==> config.mk <==
export PLATFORM = sky130hd
export DESIGN_NAME = dac_sample_scheduler
export DESIGN_NICKNAME = d
export VERILOG_FILES = /design/src/rtl/dac_sample_scheduler.sv
export SDC_FILE = /design/constraint.sdc
export NUM_CORES = 1
export LEC_CHECK = 0
export CAP_MARGIN = 25
export CORE_ASPECT_RATIO = 0.8
export CORE_MARGIN = 1.5
export CORE_UTILIZATION = 48
export CTS_BUF_LIST = sky130_fd_sc_hd__clkbuf_4 sky130_fd_sc_hd__clkbuf_8
export DETAILED_ROUTE_END_ITERATION = 16
export PLACE_DENSITY = 0.78
export REMOVE_ABC_BUFFERS = 1
export SETUP_SLACK_MARGIN = 0.15
export SLEW_MARGIN = 10
export SYNTH_ARGS = -nofsm -noshare
export SYNTH_HDL_FRONTEND = slang
export SYNTH_SLANG_ARGS = --single-unit
==> constraint.sdc <==
create_clock -name i_clk -period 2.6 [get_ports i_clk]
set_clock_uncertainty 0.15 [all_clocks]
set_input_delay 0.65 -clock i_clk [delete_from_list [all_inputs] [get_ports i_clk]]
set_output_delay 0.65 -clock i_clk [all_outputs]
set_load 0.05 [all_outputs]
==> src/rtl/dac_sample_scheduler.sv <==
// dac_sample_scheduler
//   Runs in the PWM clock domain. It reads the CPU->PWM async FIFO at a fixed
//   sample rate (stream mode), or takes values from the CPU direct duty-cycle
//   handshake (direct mode). Each new value is staged in a pending register.
//   That register is copied to the duty output only on the last cycle of a PWM
//   frame, so the PWM generator never sees a duty change mid-frame.
//
//   Optional build macro: UNDERRUN_MUTE_EN
//     defined   : an underrun loads midscale (silence) into the pending value
//     undefined : an underrun leaves the last sample in the pending value
//
// Ports
//   i_clk              PWM-domain clock
//   i_rst              synchronous, active-high reset
//   i_source_sel       0 = direct (CPU handshake), 1 = stream (FIFO)
//   i_direct_duty      CPU duty value, stable while i_direct_req is high
//   i_direct_req       CPU request level
//   o_direct_ack       one-cycle pulse, the cycle after a direct capture
//   i_fifo_data        FIFO read data, valid the cycle after o_fifo_r_en
//   i_fifo_empty       FIFO empty flag
//   o_fifo_r_en        one-cycle FIFO pop
//   o_duty             duty value for the PWM generator
//   o_frame_start      pulse on the first cycle of each PWM frame
//   o_underrun_count   saturating count of sample ticks that found the FIFO empty
module dac_sample_scheduler #(
    parameter int WIDTH         = 12,
    parameter int SAMPLE_PERIOD = 3125,
    parameter int UCNT_WIDTH    = 16
) (
    input  logic                  i_clk,
    input  logic                  i_rst,
    input  logic                  i_source_sel,
    input  logic [WIDTH-1:0]      i_direct_duty,
    input  logic                  i_direct_req,
    output logic                  o_direct_ack,
    input  logic [WIDTH-1:0]      i_fifo_data,
    input  logic                  i_fifo_empty,
    output logic                  o_fifo_r_en,
    output logic [WIDTH-1:0]      o_duty,
    output logic                  o_frame_start,
    output logic [UCNT_WIDTH-1:0] o_underrun_count
);

    localparam int TW = $clog2(SAMPLE_PERIOD);

    typedef enum logic [1:0] {
        S_IDLE  = 2'd0,
        S_READ  = 2'd1,
        S_LATCH = 2'd2
    } state_t;

    state_t                r_state;
    state_t                w_next;
    logic [WIDTH-1:0]      r_frame_cnt;
    logic [TW-1:0]         r_stimer;
    logic                  r_src_q;
    logic [WIDTH-1:0]      r_pending;
    logic                  r_armed;
    logic [WIDTH-1:0]      r_duty;
    logic                  r_frame_start;
    logic                  r_ack;
    logic [UCNT_WIDTH-1:0] r_ucnt;

    logic w_src_chg;
    logic w_tick;
    logic w_frame_end;
    logic w_pop;
    logic w_underrun;
    logic w_capture;

    assign w_src_chg   = (i_source_sel != r_src_q);
    // A source switch restarts the sample period, so a tick never lands on
    // the switch cycle itself.
    assign w_tick      = i_source_sel && !w_src_chg && (r_stimer == TW'(SAMPLE_PERIOD - 1));
    assign w_frame_end = (r_frame_cnt == '1);

    // Next-state and per-cycle strobes. The FIFO empty flag matters only on
    // the tick cycle.
    always_comb begin
        w_next     = r_state;
        w_pop      = 1'b0;
        w_underrun = 1'b0;
        w_capture  = 1'b0;
        case (r_state)
            S_IDLE: begin
                if (w_tick) begin
                    if (!i_fifo_empty) begin
                        w_pop  = 1'b1;
                        w_next = S_READ;
                    end else begin
                        w_underrun = 1'b1;
                    end
                end else if (!i_source_sel && i_direct_req && r_armed) begin
                    w_capture = 1'b1;
                end
            end
            // The word being read is still captured. A source switch during
            // the read adds one settle cycle before the next action.
            S_READ:  w_next = w_src_chg ? S_LATCH : S_IDLE;
            S_LATCH: w_next = S_IDLE;
            default: w_next = S_IDLE;
        endcase
        if (i_rst) begin
            w_pop      = 1'b0;
            w_underrun = 1'b0;
            w_capture  = 1'b0;
            w_next     = S_IDLE;
        end
    end

    always_ff @(posedge i_clk) begin
        if (i_rst) begin
            r_state <= S_IDLE;
        end else begin
            r_state <= w_next;
        end
    end

    always_ff @(posedge i_clk) begin
        // Follows the input even during reset, so leaving reset is not seen
        // as a source switch.
        r_src_q <= i_source_sel;
        if (i_rst) begin
            r_frame_cnt   <= '0;
            r_stimer      <= '0;
            r_pending     <= '0;
            r_armed       <= 1'b1;
            r_duty        <= '0;
            r_frame_start <= 1'b0;
            r_ack         <= 1'b0;
            r_ucnt        <= '0;
        end else begin
            r_frame_cnt   <= r_frame_cnt + 1'b1;
            r_frame_start <= w_frame_end;
            if (w_frame_end) begin
                r_duty <= r_pending;
            end

            if (!i_source_sel || w_src_chg || (r_stimer == TW'(SAMPLE_PERIOD - 1))) begin
                r_stimer <= '0;
            end else begin
                r_stimer <= r_stimer + 1'b1;
            end

            if (r_state == S_READ) begin
                r_pending <= i_fifo_data;
            end else if (w_capture) begin
                r_pending <= i_direct_duty;
            end
`ifdef UNDERRUN_MUTE_EN
            else if (w_underrun) begin
                r_pending <= {1'b1, {(WIDTH-1){1'b0}}};
            end
`endif

            if (w_underrun && (r_ucnt != '1)) begin
                r_ucnt <= r_ucnt + 1'b1;
            end

            // Re-arm only after the request has been seen low, so a request
            // held high is captured once.
            if (!i_direct_req) begin
                r_armed <= 1'b1;
            end else if (w_capture) begin
                r_armed <= 1'b0;
            end
            r_ack <= w_capture;
        end
    end

    assign o_fifo_r_en      = w_pop;
    assign o_direct_ack     = r_ack;
    assign o_duty           = r_duty;
    assign o_frame_start    = r_frame_start;
    assign o_underrun_count = r_ucnt;

endmodule

==> results_dict.tcl, run 1 <==
set metrics [dict create \
    postCtsHoldBufs 0 \
    portBuffers 59 \
    seqCellArea_sq_um 1406 \
    grt_max_degree 59 \
    max_stage_delay_ps 560 \
    drive_gt1_share_pct 19.06 \
    io_pins 60 \
    final_cell_mix "dfxtp_1, nor2_1, clkdlybuf4s50_1, mux2i_1, buf_4" \
    crit_slowest_cell "or4b_4" \
    hold_viol_final 0 \
    avgViaCountPerCell 5.301 \
    final_common_cell "dfxtp_1" \
    dr.pass1.iters 4 \
    pwr-share-seq_pct 46.4 \
    synth_ff_type "dfxtp_1" \
    root_buffer "clkbuf_8" \
    worstPathMaxFanout 2 \
    synth_compound_area_share_pct 6.053 \
    worst_pin_slew_ps 851.2 \
    fin_crit_sh_pct 103.4 \
    dr_total_vias 2571 \
    swShare_pct 19.47 \
    fillerInstances 411 \
    status "finished, violations left" \
    htreeDepth 3 \
    violations "negative setup slack" \
    slew_headroom_pct 42.94 \
    dp_hpwl_um 4176 \
    synthTopCellsByArea "dfxtp_1, mux2i_1, nor2_1" \
    cp.required_ps 1800 \
    ys_types 36 \
    setup_violations 5 \
    p_per_area_nw_per_um2 543.2 \
    total_power_uw 2358 \
    finalWirelength_um 6906 \
    drtIter0Drc 132 \
    gp_congestion 0.8348 \
    rows 25 \
    yosys_warnings 0 \
    cts_buffers 9 \
    worst_setup_path_start_kind "flop" \
    dp.cells 454 \
    preCtsSetupSlack_ps -669.6 \
    cp_data_arrival_time_ps 1890 \
    combPwrFrac_pct 4.8 \
    grt_pass1_vias 2510 \
    core_sq_um 5974 \
    power_switching_uw 459.0 \
    rsz0062_at_grt "true" \
    path_cells "or4b_4 > nor2_4 > nand3_2 > nor3_4 > buf_6 > buf_12" \
    grt_antenna_before_repair 0 \
    fmax_mhz 372.1 \
    final_cells 485 \
    synthAdderAreaFrac_pct 2.073 \
    clk_pin_slew_ps 70 \
    synth_top_area_cell "dfxtp_1" \
    grt_use_total_pct 20.85 \
    ys_ff_latch 70 \
    p_int_uw 1899 \
    power.share.clock_pct 48.8 \
    antenna_left 0 \
    avgRoutedWirePerCell_um 14.24 \
    synth_xor_area_share_pct 7.836 \
    ys_seq_area_share_pct 46.43 \
    synth_top_area_share_pct 46.43 \
    clockBufferDepth 2 \
    multi_input_area_sq_um 1677 \
    async_reset_ff_share_pct 0 \
    synth_top_family_by_area "simple AND/OR/NAND/NOR gates" \
    synthMuxAreaShare_pct 9.660 \
    num-nets-final 433 \
    synth.cell_area_sq_um 3018 \
    clock_latency_ps 340 \
    floorplan.initialDensity_pct 50.51 \
    synth.avg_cell_area_sq_um 9.550 \
    worstSetupEndpointType "output port" \
    dieArea_sq_um 6775 \
    leakagePower_uw 0.001626 \
    grt.overflow.total 0 \
    cts.sinks 70 \
    peakVddDrop_mv 0.3691 \
    drv_slew 0 \
    yosys.area_share.simple_pct 25.12 \
    max_cap_violations 0 \
    netlist_instances 316 \
    antenna-diode-count 0 \
    grt_first_pass_wirelength_um 11190 \
    syn2layout_area_growth_pct 43.82 \
    path_class "flop to output port" \
    cts_tree "done" \
    hold_ws_ps 266.7 \
    finalWorstSetupSlack_ps -87.66 \
    min_period_ps 2688 \
    die_h_um 73.92 \
    hold_path_class "primary input to flop" \
    synth-edff-count 0 \
    die_w_um 91.65 \
    drcViolationCount 0 \
]
-- critical path, delay by kind of cell (launching register included) --
| family | cells | cell delay, ps |
|---|---|---|
| AND/OR/NAND/NOR | 4 | 980 |
| flip-flops | 1 | 330 |
| buffers and inverters | 2 | 240 |
-- cell usage after synthesis, drive strengths merged, types with 3 or more instances --
master / n
dfxtp: 70
nor2: 65
mux2i: 28
xnor2: 15
a211oi: 14
nand3: 14
clkbuf: 12
xor2: 12
nand2: 11
nand4: 10
nor3: 8
and3: 7
a21oi: 5
ha: 5
inv: 5
nand2b: 5
and4: 4
nor2b: 4
buf: 3
nor3b: 3
nor4: 3
-- path summary, 6_finish.rpt --
check	slack [ps]	start	endpoint	cells past startpoint
setup / recovery	-90	r_stimer[6]	o_fifo_r_en	6
hold / removal	270	i_source_sel	r_src_q	1
setup reg to reg	-30	r_src_q	o_underrun_count[1]	8
hold reg to reg	290	r_frame_cnt[0]	r_frame_cnt[0]	1
-- flip-flops by register name, summed over array words and instances (netlist names) --
name and count:
o_duty 12, o_direct_ack 1, r_pending 12, r_stimer 12, o_frame_start 1, r_armed 1, r_frame_cnt 12, o_underrun_count 16
r_state 2, r_src_q 1
-- cells by family after synthesis --
| kind of cell | count (synthesis) |
|---|---|
| mux | 29 |
| simple gates | 142 |
| flops | 70 |
| fa+ha+maj | 5 |
| compound gates | 23 |
| buf+inv | 20 |
| xor+xnor | 27 |
-- per-layer routing --
layer | part of all wire (%) | routed length [um] | GRT usage, %
met4 | 2.2 | 149 | 8.333
met2 | 48 | 3294 | 35.07
met3 | 5.7 | 397 | 7.453
met5 | 0 | 0 | 0
met1 | 44 | 3064 | 24.68
-- cell type report --
class,instances,area share [%]
multi-input combinational,226,38.63
sequential,70,32.40
timing repair buffer,87,20.09
clock inverter,6,3.084
clock buffer,10,3.027
tap,81,2.335
inverter,5,0.4324
-- metrics by stage --
stage | TNS [ps] | util, % | area (sq um)
2_1_floorplan | -2632 | - | 2952
3_3_place_gp | -13750 | 63.06 | 3767
3_5_place_dp | -15280 | 63.06 | 3767
4_1_cts | -85.56 | 70.26 | 4198
5_1_grt | -553.8 | 72.65 | 4340
6_report | -240.9 | 72.65 | 4340
-- timing repair --
item	in CTS	in global routing
setup buffers	6	9
pin swaps	6	15
setup endpoints to repair	31	20
gates resized for setup	34	16
-- power by group through the flow --
stage	Sequential, uW	Clock, uW	Combinational (uW)
3_3_place_gp	1120	0	104
6_report	1090	1150	113
4_1_cts	1090	1170	110
3_5_place_dp	1120	0	105
2_1_floorplan	1120	0	31.5
5_1_grt	1090	1210	121
Note: power is estimated with default switching activity, not from simulation.
==> run 2, diff against run 1 <==
CORE_UTILIZATION = 53   (was 48)
CTS_CLUSTER_SIZE = 24   (was unset)
PLACE_DENSITY = 0.82   (was 0.78)
clock period = 3 ns   (was 2.6 ns; I/O delays follow)
==> results_dict.tcl, run 2 (same netlist as run 1, synthesis figures left out) <==
set metrics [dict create \
    status "complete, no violations" \
    grt.overflow.total 0 \
    worst_setup_path_start_kind "primary input" \
    final_cells 468 \
    worstSetupEndpointType "output port" \
    dr_total_vias 2499 \
    critPathLaunch "i_source_sel" \
    combPwrFrac_pct 5.3 \
    cp_data_arrival_time_ps 1940 \
    io_pins 60 \
    dr.pass1.iters 4 \
    portBuffers 59 \
    preCtsSetupSlack_ps -383.5 \
    pwr-share-seq_pct 52.9 \
    drcViolationCount 0 \
    final_common_cell "dfxtp_1" \
    gp_congestion 0.8479 \
    postPlaceCellArea_sq_um 3749 \
    die_h_um 70.50 \
    cp.required_ps 2100 \
    rsz0062_at_grt "true" \
    die_w_um 87.37 \
    grt_pass1_vias 2411 \
    antenna-diode-count 0 \
    avgViaCountPerCell 5.340 \
    p_int_uw 1400 \
    worstPathMaxFanout 3 \
    slew_headroom_pct 37.72 \
    power.share.clock_pct 41.8 \
    cts.sinks 70 \
    rr_worst_depth 7 \
    root_buffer "clkbuf_8" \
    min_from "r_frame_cnt[0]" \
    largest_reg_flops 16 \
    drv_slew 0 \
    finalWirelength_um 6650 \
    leakagePower_uw 0.001385 \
    clockBufferDepth 2 \
    hold_viol_final 0 \
    core_sq_um 5465 \
    p_per_area_nw_per_um2 444.6 \
    reg2reg_from "r_src_q" \
    worst_pin_slew_ps 934.2 \
    fin_area_sq_um 4028 \
    hold_path_end "r_frame_cnt[0]" \
    hold_depth 1 \
    max_cap_violations 0 \
    dp_hpwl_um 4309 \
    rows 24 \
    cts_buffers 9 \
    final_cell_mix "dfxtp_1, nor2_1, clkdlybuf4s50_1, mux2i_1, xnor2_1" \
    grt_max_degree 59 \
    dp.cells 449 \
    min_period_ps 2843 \
    num-nets-final 419 \
    fin_crit_sh_pct 94.77 \
    avgRoutedWirePerCell_um 14.21 \
    swShare_pct 21.83 \
    hold_path_class "flop to flop" \
    htreeDepth 3 \
    setup_violations 0 \
    grt_first_pass_wirelength_um 11180 \
    syn2layout_area_growth_pct 33.46 \
    clk_pin_slew_ps 70 \
    final_util_pct 73.70 \
    grt_use_total_pct 23.54 \
    drtIter0Drc 76 \
    cts_tree "done" \
    clock_latency_ps 340 \
    rrSetupSlack_ps 450 \
    path_class "primary input to output port" \
    finalWorstSetupSlack_ps 156.8 \
    peakVddDrop_mv 0.3584 \
    dieArea_sq_um 6159 \
    grt_antenna_before_repair 0 \
    antenna_left 0 \
    r2r-end "o_underrun_count[10]" \
    floorplan.initialDensity_pct 55.22 \
    power_switching_uw 391.0 \
    drive_gt1_share_pct 13.33 \
    fmax_mhz 351.7 \
]
==> run 2: cell types whose count changed in the layout (fill, tap and decap cells not counted), sizes merged <==
cell / delta
bufinv: -3
dlymetal6s2s: -5
buf: -14
clkinvlp: +1
clkinv: +2
dlygate4sd2: -2
clkdlybuf4s50: +7
==> run 2: stage by stage <==
stage	total power (uW)	setup TNS (ps)	hold slack, ps
floorplan	996.3	-336.7	257.6
global placement	1056	-5241	273.6
detailed placement	1059	-7060	289.6
CTS	1806	0	301.0
global route	1864	0	353.5
finish	1791	0	297.8
==> run 2: area by class of cell <==
cell class,instances,area [sq um]
flip-flops and latches,70,1405
multi-input cells,226,1589
clock buffers,10,137.6
well taps,78,97.59
repair buffers,73,718.2
inverters,5,18.77
fillers,397,1438
clock inverters,6,61.31
==> run 2: power groups by stage <==
stage	clock network (uW)	logic, uW	registers (uW)
after floorplan	0	27.3	969
after global placement	0	88.1	968
after detailed placement	0	90.0	969
after CTS	766	93.0	947
after global routing	813	103	949
final	749	94.1	948
==> run 2: critical path, stage by stage <==
cell and delay, ps:
buf_6 90, ha_4 130, or4b_4 480, nor3_4 230
buf_6 130, buf_12 120
==> run 2: repair_timing <==
action                                  4_1_cts  5_1_grt
buffers inserted                              3        0
resized for setup                            17        2
hold buffers                                  0        0
endpoints found under the setup margin       17        4
pin swaps                                     4        2
==> run 2: worst max path at each step <==
| stage | to | slack, ps |
|---|---|---|
| 2_1_floorplan | o_fifo_r_en | -340 |
| 3_3_place_gp | o_underrun_count[10] | -320 |
| 3_5_place_dp | o_underrun_count[12] | -380 |
| 4_1_cts | o_fifo_r_en | 170 |
| 5_1_grt | o_fifo_r_en | 130 |
| 6_report | o_fifo_r_en | 160 |
==> run 2: layer usage <==
| metal | vias up | share of wire (%) | track usage [%] |
|---|---|---|---|
| li1 | 1239 | - | - |
| met1 | 1178 | 44 | 28.36 |
| met2 | 71 | 48 | 37.52 |
| met3 | 11 | 6.7 | 10.28 |
| met4 | 0 | 1.1 | 7.584 |
| met5 | - | 0 | 0 |
==> run 3, diff against run 2 <==
CAP_MARGIN = 15   (was 25)
==> results of run 3 <==
The final DEF is identical to that of run 2; final timing and power are the same.
